File: src/rtl/rope_speed_gen.sv
`default_nettype none
`timescale 1ns/1ps
// ============================================================================
//  Module      : rope_speed_gen
//  Description : Fills ROPES speed channels from one shared Galois LFSR, one
//                draw per cycle. Each channel has its own [min,max] window.
//                Out-of-window draws are retried, then fall back to the window
//                midpoint. All speeds are committed together with a done pulse.
//  Revision    : 1.0 - initial release
// ============================================================================
module rope_speed_gen #(
    parameter int ROPES      = 6,
    parameter int LEFT_ROPES = 3,
    parameter int SIZE_BITS  = 7,
    parameter int BASE_MIN   = 45,
    parameter int BASE_MAX   = 70,
    parameter int STEP       = 7,
    parameter int MAX_TRIES  = 8,
    parameter int LFSR_BITS  = 16,
    parameter logic [LFSR_BITS-1:0] SEED      = 16'hACE1,
    parameter logic [LFSR_BITS-1:0] LFSR_TAPS = 16'hB400
) (
    input  logic                                 clk,
    input  logic                                 resetN,
    input  logic                                 trigger,
    input  logic [ROPES-1:0]                     ch_mask,
    input  logic                                 seed_load,
    input  logic [LFSR_BITS-1:0]                 seed_in,
    output logic                                 busy,
    output logic                                 done,
    output logic [ROPES-1:0][SIZE_BITS-1:0]      X_SPEED
);

    typedef logic [ROPES-1:0][SIZE_BITS-1:0] speed_vec_t;

    // Left channels widen upwards with index, right channels narrow from below.
    function automatic int win_min(input int i);
        return (i < LEFT_ROPES) ? BASE_MIN : BASE_MIN + STEP * (i - LEFT_ROPES);
    endfunction

    function automatic int win_max(input int i);
        return (i < LEFT_ROPES) ? BASE_MAX + STEP * i : BASE_MAX;
    endfunction

    function automatic int max_span();
        int m;
        m = 0;
        for (int i = 0; i < ROPES; i++) begin
            if (win_max(i) - win_min(i) > m) m = win_max(i) - win_min(i);
        end
        return m;
    endfunction

    function automatic speed_vec_t min_vec();
        speed_vec_t v;
        v = '0;
        for (int i = 0; i < ROPES; i++) v[i] = SIZE_BITS'(win_min(i));
        return v;
    endfunction

    function automatic speed_vec_t span_vec();
        speed_vec_t v;
        v = '0;
        for (int i = 0; i < ROPES; i++) v[i] = SIZE_BITS'(win_max(i) - win_min(i));
        return v;
    endfunction

    function automatic speed_vec_t mid_vec();
        speed_vec_t v;
        v = '0;
        for (int i = 0; i < ROPES; i++)
            v[i] = SIZE_BITS'(win_min(i) + (win_max(i) - win_min(i)) / 2);
        return v;
    endfunction

    localparam int         c_RB_RAW   = $clog2(max_span() + 1);
    localparam int         c_RB       = (c_RB_RAW < 1) ? 1 : c_RB_RAW;
    localparam int         c_CHW      = (ROPES > 1) ? $clog2(ROPES) : 1;
    localparam int         c_TW       = $clog2(MAX_TRIES + 1);
    localparam speed_vec_t c_MIN_VEC  = min_vec();
    localparam speed_vec_t c_SPAN_VEC = span_vec();
    localparam speed_vec_t c_MID_VEC  = mid_vec();
    // An all-zero state would lock the LFSR, so the reset seed is nudged to 1.
    localparam logic [LFSR_BITS-1:0] c_SEED = (SEED == '0) ? LFSR_BITS'(1) : SEED;

    // Reject parameter sets whose windows cannot be represented.
    for (genvar gi = 0; gi < ROPES; gi++) begin : g_check
        if (win_max(gi) >= (1 << SIZE_BITS)) begin : g_max_err
            $error("rope_speed_gen: window max does not fit in SIZE_BITS");
        end
        if (win_min(gi) > win_max(gi)) begin : g_order_err
            $error("rope_speed_gen: window min exceeds max");
        end
    end
    if (MAX_TRIES < 1 || c_RB > LFSR_BITS) begin : g_cfg_err
        $error("rope_speed_gen: MAX_TRIES must be >=1 and draw width must fit the LFSR");
    end

    typedef enum logic [1:0] {
        S_IDLE   = 2'd0,
        S_GEN    = 2'd1,
        S_COMMIT = 2'd2
    } state_t;

    state_t                 r_state, w_state_n;
    logic [LFSR_BITS-1:0]   r_lfsr;
    logic                   r_trig_q;
    logic                   r_pending, w_pending_n;
    logic [ROPES-1:0]       r_mask, w_mask_n;
    logic [c_CHW-1:0]       r_ch, w_ch_n;
    logic [c_TW-1:0]        r_tries, w_tries_n;
    speed_vec_t             r_shadow, w_shadow_n;
    logic                   w_advance;
    logic                   w_commit;
    logic                   w_rise;
    logic [SIZE_BITS-1:0]   w_draw;
    logic [LFSR_BITS-1:0]   w_lfsr_adv;

    assign w_rise     = trigger & ~r_trig_q;
    assign w_draw     = SIZE_BITS'(r_lfsr[c_RB-1:0]);
    assign w_lfsr_adv = (r_lfsr >> 1) ^ (r_lfsr[0] ? LFSR_TAPS : '0);

    // Free-running LFSR; a seed load wins over the advance, even mid-run.
    always_ff @(posedge clk or negedge resetN) begin
        if (!resetN)        r_lfsr <= c_SEED;
        else if (seed_load) r_lfsr <= (seed_in == '0) ? LFSR_BITS'(1) : seed_in;
        else                r_lfsr <= w_lfsr_adv;
    end

    // FSM state register.
    always_ff @(posedge clk or negedge resetN) begin
        if (!resetN) r_state <= S_IDLE;
        else         r_state <= w_state_n;
    end

    // Next-state, per-channel draw evaluation and handshake outputs.
    always_comb begin
        w_state_n   = r_state;
        w_ch_n      = r_ch;
        w_tries_n   = r_tries;
        w_mask_n    = r_mask;
        w_pending_n = r_pending;
        w_shadow_n  = r_shadow;
        w_advance   = 1'b0;
        w_commit    = 1'b0;
        busy        = 1'b0;
        done        = 1'b0;
        case (r_state)
            S_IDLE: begin
                if (w_rise || r_pending) begin
                    w_mask_n    = ch_mask;
                    w_ch_n      = '0;
                    w_tries_n   = '0;
                    w_pending_n = 1'b0;
                    w_state_n   = S_GEN;
                end
            end
            S_GEN: begin
                busy = 1'b1;
                if (w_rise) w_pending_n = 1'b1;
                if (!r_mask[r_ch]) begin
                    w_shadow_n[r_ch] = X_SPEED[r_ch];
                    w_advance        = 1'b1;
                end else if (w_draw <= c_SPAN_VEC[r_ch]) begin
                    w_shadow_n[r_ch] = c_MIN_VEC[r_ch] + w_draw;
                    w_advance        = 1'b1;
                end else if (r_tries == c_TW'(MAX_TRIES - 1)) begin
                    w_shadow_n[r_ch] = c_MID_VEC[r_ch];
                    w_advance        = 1'b1;
                end else begin
                    w_tries_n = r_tries + c_TW'(1);
                end
                if (w_advance) begin
                    w_tries_n = '0;
                    if (r_ch == c_CHW'(ROPES - 1)) w_state_n = S_COMMIT;
                    else                           w_ch_n    = r_ch + c_CHW'(1);
                end
            end
            S_COMMIT: begin
                busy      = 1'b1;
                done      = 1'b1;
                w_commit  = 1'b1;
                if (w_rise) w_pending_n = 1'b1;
                w_state_n = S_IDLE;
            end
            default: w_state_n = S_IDLE;
        endcase
    end

    // Run bookkeeping, shadow speeds and the atomic commit of X_SPEED.
    always_ff @(posedge clk or negedge resetN) begin
        if (!resetN) begin
            r_trig_q  <= 1'b0;
            r_pending <= 1'b0;
            r_mask    <= '0;
            r_ch      <= '0;
            r_tries   <= '0;
            r_shadow  <= c_MIN_VEC;
            X_SPEED   <= c_MIN_VEC;
        end else begin
            r_trig_q  <= trigger;
            r_pending <= w_pending_n;
            r_mask    <= w_mask_n;
            r_ch      <= w_ch_n;
            r_tries   <= w_tries_n;
            r_shadow  <= w_shadow_n;
            if (w_commit) X_SPEED <= r_shadow;
        end
    end

endmodule
`default_nettype wire
File: config.mk
export PLATFORM = sky130hd
export DESIGN_NAME = rope_speed_gen
export DESIGN_NICKNAME = d
export VERILOG_FILES = /design/src/rtl/rope_speed_gen.sv
export SDC_FILE = /design/constraint.sdc
export NUM_CORES = 1
export LEC_CHECK = 0
export ABC_AREA = 0
export CORE_MARGIN = 2
export CORE_UTILIZATION = 55
export DETAILED_ROUTE_END_ITERATION = 8
export PLACE_DENSITY = 0.78
export SLEW_MARGIN = 5
export SYNTH_ARGS = -nofsm -noshare
export SYNTH_HDL_FRONTEND = slang
export SYNTH_SLANG_ARGS = --single-unit
File: constraint.sdc
create_clock -name clk -period 6.5 [get_ports clk]
set_input_delay 1.625 -clock clk [delete_from_list [all_inputs] [get_ports clk]]
set_output_delay 1.625 -clock clk [all_outputs]
set_load 0.05 [all_outputs]
==> impl_metrics.py, run 1 <==
metrics = {
    "sta": {
        "hold_viol": 0,
        "fin_skew_ps": 7.06,
        "setup_violations": 0,
        "slew_viol_final": 0,
        "fmax_ghz": 0.227,
        "timing.hold.ws_ps": 471,
        "tightest_slew_ps": 1200,
        "period_needed_ps": 4410,
        "slew_headroom": 0.198,
        "period_share": 0.678,
        "rsz0062_at_grt": "false",
        "setup_tns_ps": 0,
        "layout_setup_ws_ps": 2090,
    },
    "critical_path": {
        "critPathMaxStageDelay_ps": 970,
        "crit_chain": "inv_1 -> ha_2 -> clkdlybuf4s50_1",
        "cpMaxStageDelayCell": "clkdlybuf4s50_1",
        "cp.required_ps": 4880,
        "path_class": "reg -> out",
        "cp_max_fo": 43,
        "cp-end-kind": "primary output",
        "arrival_ps": 2780,
        "setup.worst_path.start_class": "flip-flop",
    },
    "cts": {
        "clkTransAtPathRegs_ps": 50,
        "clock_tree.root_cell": "clkbuf_16",
        "cts_hold_buf": 0,
        "cts_sinks": 117,
        "cts_max_level": 4,
        "postCtsResizedCells": 0,
        "clk_latency_ps": 420,
        "post_cts_buffers": 0,
        "cts_tree": "done",
        "cts_buffer_depth": 2,
        "cts_made_buffers": 17,
    },
    "yosys": {
        "synth-edff-count": 0,
        "synth_cells": 539,
        "syn_area_um2": 6270,
        "synth_seq_area_share": 0.478,
        "yosys_warnings": 0,
        "synth-seq-cells": 117,
        "synthArstFlopShare": 1.00,
        "ys_types": 67,
        "dominantRegCellSynth": "dfrtp_1",
        "syn_area_per_cell_um2": 11.6,
        "syn_nets": 584,
    },
    "place": {
        "gp_congestion": 0.942,
        "dp.cells": 725,
        "port_buffers": 69,
        "dp_slack_ps": 2410,
        "place_hpwl_um": 11800,
    },
    "global_routing": {
        "grt_pass1_vias": 4744,
        "antenna_found_initial": 0,
        "overflow": 0,
        "grt_usage": 0.279,
        "grt_max_degree": 63,
        "grt_pass1_wl_um": 26500,
    },
    "finish": {
        "n_antenna_cell": 0,
        "nFillCells": 806,
        "nets": 649,
        "instances_no_fill": 755,
        "final-seq-area_um2": 3000,
        "final_cell_mix": "mux2_2 (70), clkdlybuf4s50_1 (68), dfrtp_1 (61)",
        "syn2layout_area_growth_pct": 20.0,
        "multi_input_area_um2": 2980,
        "final_common_cell": "mux2_2",
        "drive_gt1_frac": 0.288,
    },
    "drt": {
        "drc_errors": 0,
        "wl_met2_um": 7590,
        "wirelength_um": 16200,
        "viasPerCell": 6.16,
        "m1WireLength_um": 7400,
        "wl_per_cell_um": 21.5,
        "wl_met3_um": 954,
        "antenna_left": 0,
        "num_vias": 4648,
        "top_layer": "met4",
        "drtIter0Drc": 403,
        "first_pass_iters": 5,
    },
    "power": {
        "power.static_leakage_nw": 3.07,
        "ir_drop_v": 0.000415,
        "powerDensity_nw_per_um2": 584,
    },
    "floorplan": {
        "initial_utilization": 0.571,
        "die_w_um": 111,
        "std_cell_rows": 38,
        "die-area_um2": 12300,
        "io_pins": 70,
        "core_area_um2": 11000,
        "die_h_um": 111,
    },
    "run_status": {
        "status": "finished clean",
    },
    "hold_path": {
        "hold_path.class": "reg -> reg",
    },
    "run": {
        "cap_violations": 0,
    },
}
## path summary, 6_finish.rpt
kind	startpoint	endpoint	slack [ps]	cells past startpoint
hold / removal	r_shadow[0]$_DFFE_PN1P_	r_shadow[0]$_DFFE_PN1P_	470	2
setup / recovery	r_state[0]$_DFFE_PN0P_	done	2090	3
min in group asynchronous	resetN	X_SPEED[31]$_DFFE_PN0P_	1250	1
setup reg to reg	r_ch[1]$_DFFE_PN0P_	r_shadow[15]$_DFFE_PN0P_	2290	8
max in group asynchronous	resetN	r_ch[2]$_DFFE_PN0P_	4020	2
hold reg to reg	r_shadow[0]$_DFFE_PN1P_	r_shadow[0]$_DFFE_PN1P_	470	2
## synthesized netlist by cell type (all sizes together), types with 3 or more instances
library cell / instances / area (um^2)
or2: 3 / 18.8
o32ai: 17 / 149
a211o: 3 / 26.3
nand2: 40 / 153
nand3: 7 / 35.0
o211ai: 6 / 58.8
o22ai: 4 / 38.8
xnor2: 5 / 43.8
nor2: 17 / 68.8
o2bb2ai: 5 / 43.8
mux2: 75 / 860
o22a: 3 / 35.0
a211oi: 17 / 133
dfrtp: 61 / 1530
inv: 35 / 131
a21o: 4 / 30.0
mux2i: 20 / 213
nor3: 4 / 20.0
or3: 4 / 25.0
a221oi: 3 / 32.5
clkbuf: 9 / 33.8
o221ai: 7 / 61.3
buf: 15 / 123
a2bb2oi: 9 / 78.8
dfstp: 56 / 1470
o2111ai: 3 / 26.3
nand2b: 4 / 25.0
nor4: 3 / 18.8
a21oi: 22 / 144
nand3b: 3 / 22.5
o21ai: 27 / 150
nor2b: 6 / 37.5
ha: 18 / 225
a22oi: 4 / 30.0
## report_power, final
| group | total (mW) | internal [mW] | switching [mW] |
|---|---|---|---|
| combinational | 2.22 | 0.789 | 1.43 |
| clock | 0.859 | 0.547 | 0.311 |
| sequential | 1.32 | 1.07 | 0.246 |
| total | 4.39 | 2.41 | 1.98 |
## layout make-up
type,count,share of cell area
Inverter,35,0.0175
Sequential cell,117,0.398
Clock inverter,6,0.00765
Multi-Input combinational cell,363,0.397
Clock buffer,24,0.0640
Timing Repair Buffer,70,0.0925
Tap cell,140,0.0233
## flip-flops by register name, indices dropped and copies added, names as in the netlist
| signal | cells |
|---|---|
| r_mask | 6 |
| r_shadow | 42 |
| r_lfsr | 16 |
| X_SPEED | 42 |
| r_ch | 3 |
| r_pending | 1 |
| r_tries | 4 |
| r_trig_q | 1 |
| r_state | 2 |
## cells by family (layout without fill, tap and decap cells)
group / Yosys count / in the layout / share of synthesized area
AO/OA/AOI/OAI: 146 / 146 / 0.183
flip-flops: 117 / 117 / 0.478
AND/OR/NAND/NOR: 96 / 96 / 0.0731
multiplexers: 95 / 95 / 0.171
buffers and inverters: 59 / 135 / 0.0459
adder cells (fa/ha/maj): 19 / 19 / 0.0391
XOR/XNOR: 7 / 7 / 0.00978
## layer usage
metal,vias up,global-route usage
met3,24,0.0957
met5,-,0
met2,153,0.431
met4,0,0.0775
met1,2338,0.375
li1,2133,-
## critical path: cells and delay by family, from the launching register on
family / cells / cell delay [ps]
flip-flops: 1 / 390
buffers and inverters: 2 / 1080
adder cells (fa/ha/maj): 1 / 890
## stage by stage
stage	instance area, um^2	util	power, mW
5_1_grt	7520	0.685	4.62
2_1_floorplan	6270	-	2.89
3_3_place_gp	6980	0.636	3.47
3_5_place_dp	6980	0.636	3.50
4_1_cts	7520	0.685	4.38
6_report	7520	0.685	4.39
Power figures use the tool's default switching activity.
==> inputs of run 2 (changes only) <==
Settings changed: CORE_UTILIZATION 55 to 51, PLACE_DENSITY 0.78 to 0.76.
Clock period 6.5 ns to 3.9 ns, I/O delays scaled along.
==> run 2 against run 1 <==
Compared with the run above: design area rose by 2.7%; largest cell class unchanged; non-clock buffer count grew 7; clock skew rose by 2.0 ps; sequential power grew 62%; wire length is 1.5% lower.
==> impl_metrics.py, run 2 (synthesized netlist as in run 1, its figures left out) <==
metrics = {
    "run_status": {
        "status": "finished clean",
    },
    "finish": {
        "n_antenna_cell": 0,
        "final_cell_mix": "mux2_2 (70), clkdlybuf4s50_1 (68), dfrtp_1 (61)",
        "instances_no_fill": 771,
        "drive_gt1_frac": 0.303,
        "nets": 656,
        "syn2layout_area_growth_pct": 23.3,
        "top_regs": "X_SPEED x42, r_shadow x42, r_lfsr x16",
        "final_common_cell": "mux2_2",
    },
    "sta": {
        "setup_violations": 0,
        "timing.hold.ws_ps": 470,
        "layout_setup_ws_ps": 586,
        "slew_viol_final": 0,
        "fmax_ghz": 0.302,
        "tightest_slew_ps": 908,
        "period_needed_ps": 3310,
        "hold_viol": 0,
        "period_share": 0.850,
        "slew_headroom": 0.391,
        "setup_tns_ps": 0,
        "rsz0062_at_grt": "false",
        "fin_skew_ps": 9.06,
    },
    "power": {
        "sw_frac_of_total": 0.434,
        "power.internal_mw": 4.31,
        "ir_drop_v": 0.000578,
        "p_seq_frac": 0.281,
        "power_mw": 7.61,
        "clock_power_share": 0.229,
        "p_sw_mw": 3.31,
        "p_comb_frac": 0.490,
        "powerDensity_nw_per_um2": 986,
        "power.static_leakage_nw": 3.16,
    },
    "drt": {
        "first_pass_iters": 5,
        "wirelength_um": 16000,
        "wl_per_cell_um": 20.7,
        "drtIter0Drc": 318,
        "num_vias": 4655,
        "antenna_left": 0,
        "drc_errors": 0,
        "viasPerCell": 6.04,
    },
    "critical_path": {
        "critPathMaxStageDelay_ps": 740,
        "cpMaxStageDelayCell": "dfrtp_1",
        "worstReg2RegEnd": "r_shadow[27]$_DFFE_PN0P_",
        "setup.worst_path.start_class": "flip-flop",
        "rrSetupSlack_ps": 590,
        "arrival_ps": 3590,
        "reg2regPathDepth": 9,
        "cp-end-kind": "flip-flop",
        "crit_start": "r_ch[2]$_DFFE_PN0P_",
        "endpoint": "r_shadow[27]$_DFFE_PN0P_",
        "path_class": "reg -> reg",
        "reg2reg_from": "r_ch[2]$_DFFE_PN0P_",
        "crit_chain": "nor2b_1 -> inv_1 -> ha_1 -> fa_1 -> a211o_1 -> a211oi_1 -> o21ai_0 -> mux2i_1 -> o32ai_1",
        "cp.required_ps": 4180,
        "cp_max_fo": 21,
    },
    "cts": {
        "cts_buffer_depth": 2,
        "cts_made_buffers": 17,
        "clk_latency_ps": 420,
        "cts_sinks": 117,
        "cts_hold_buf": 0,
        "clock_tree.root_cell": "clkbuf_16",
        "cts_tree": "done",
        "clkTransAtPathRegs_ps": 60,
        "postCtsResizedCells": 0,
        "cts_max_level": 4,
        "post_cts_buffers": 0,
    },
    "run": {
        "cap_violations": 0,
    },
    "floorplan": {
        "die_w_um": 115,
        "io_pins": 70,
        "die_h_um": 115,
        "core_area_um2": 12000,
        "std_cell_rows": 40,
        "initial_utilization": 0.522,
        "die-area_um2": 13200,
    },
    "hold_path": {
        "hold_start": "r_shadow[14]$_DFFE_PN1P_",
        "hold_path.class": "reg -> reg",
    },
    "global_routing": {
        "grt_usage": 0.255,
        "antenna_found_initial": 0,
        "grt_pass1_wl_um": 25400,
        "grt_pass1_vias": 4686,
        "grt_max_degree": 62,
        "overflow": 0,
    },
    "place": {
        "dp.cells": 739,
        "gp_congestion": 0.916,
        "place_hpwl_um": 11700,
        "port_buffers": 69,
        "dp_slack_ps": 670,
    },
}
-- run 2: changes by cell type in the layout (fill, tap and decap cells not counted) --
cell	change
buf_12	+1
buf_4	+6
bufinv_16	+4
clkbuf_1	-3
clkinv_2	-3
clkinv_4	+2
clkinvlp_4	+1
inv_6	+1
-- run 2: power groups by stage --
stage / combinational, mW / clock (mW) / sequential, mW
final: 3.73 / 1.75 / 2.14
after global routing: 4.00 / 1.81 / 2.19
after CTS: 3.71 / 1.76 / 2.13
after detailed placement: 3.69 / 0 / 2.14
after global placement: 3.64 / 0 / 2.12
after floorplan: 2.27 / 0 / 2.54
-- run 2: worst min-delay path by stage --
stage / endpoint / slack, ps / cells past startpoint
3_5_place_dp: r_shadow[14]$_DFFE_PN1P_ / 460 / 2
5_1_grt: r_lfsr[8]$_DFF_PN0_ / 490 / 1
4_1_cts: r_shadow[14]$_DFFE_PN1P_ / 470 / 2
2_1_floorplan: r_shadow[10]$_DFFE_PN1P_ / 440 / 2
6_report: r_shadow[14]$_DFFE_PN1P_ / 470 / 2
3_3_place_gp: r_lfsr[8]$_DFF_PN0_ / 460 / 1
-- run 2: critical path, delay by kind of cell, from the launching register on --
kind | cells | cell delay (ps)
compound gates | 4 | 1000
flops | 1 | 740
fa+ha+maj | 2 | 640
mux | 1 | 390
simple gates | 1 | 280
buf+inv | 1 | 110
-- run 2: routing by layer --
layer,track usage,wire [um],vias up
met2,0.395,7370,149
met4,0.107,426,0
li1,-,-,2154
met3,0.0538,956,27
met5,0,0,-
met1,0.352,7230,2325
-- run 2: metrics by stage --
step                      utilization  area [um^2]
after CTS                       0.643         7720
after global routing            0.643         7720
after global placement          0.588         7060
final                           0.643         7720
after floorplan                     -         6270
after detailed placement        0.588         7060
-- run 2: final cells by class --
class,count,area (um^2)
flip-flops and latches,117,3000
clock buffers,21,470
multi-input cells,363,2980
fillers,950,4290
clock inverters,11,196
well taps,147,184
repair buffers,77,761
inverters,35,131
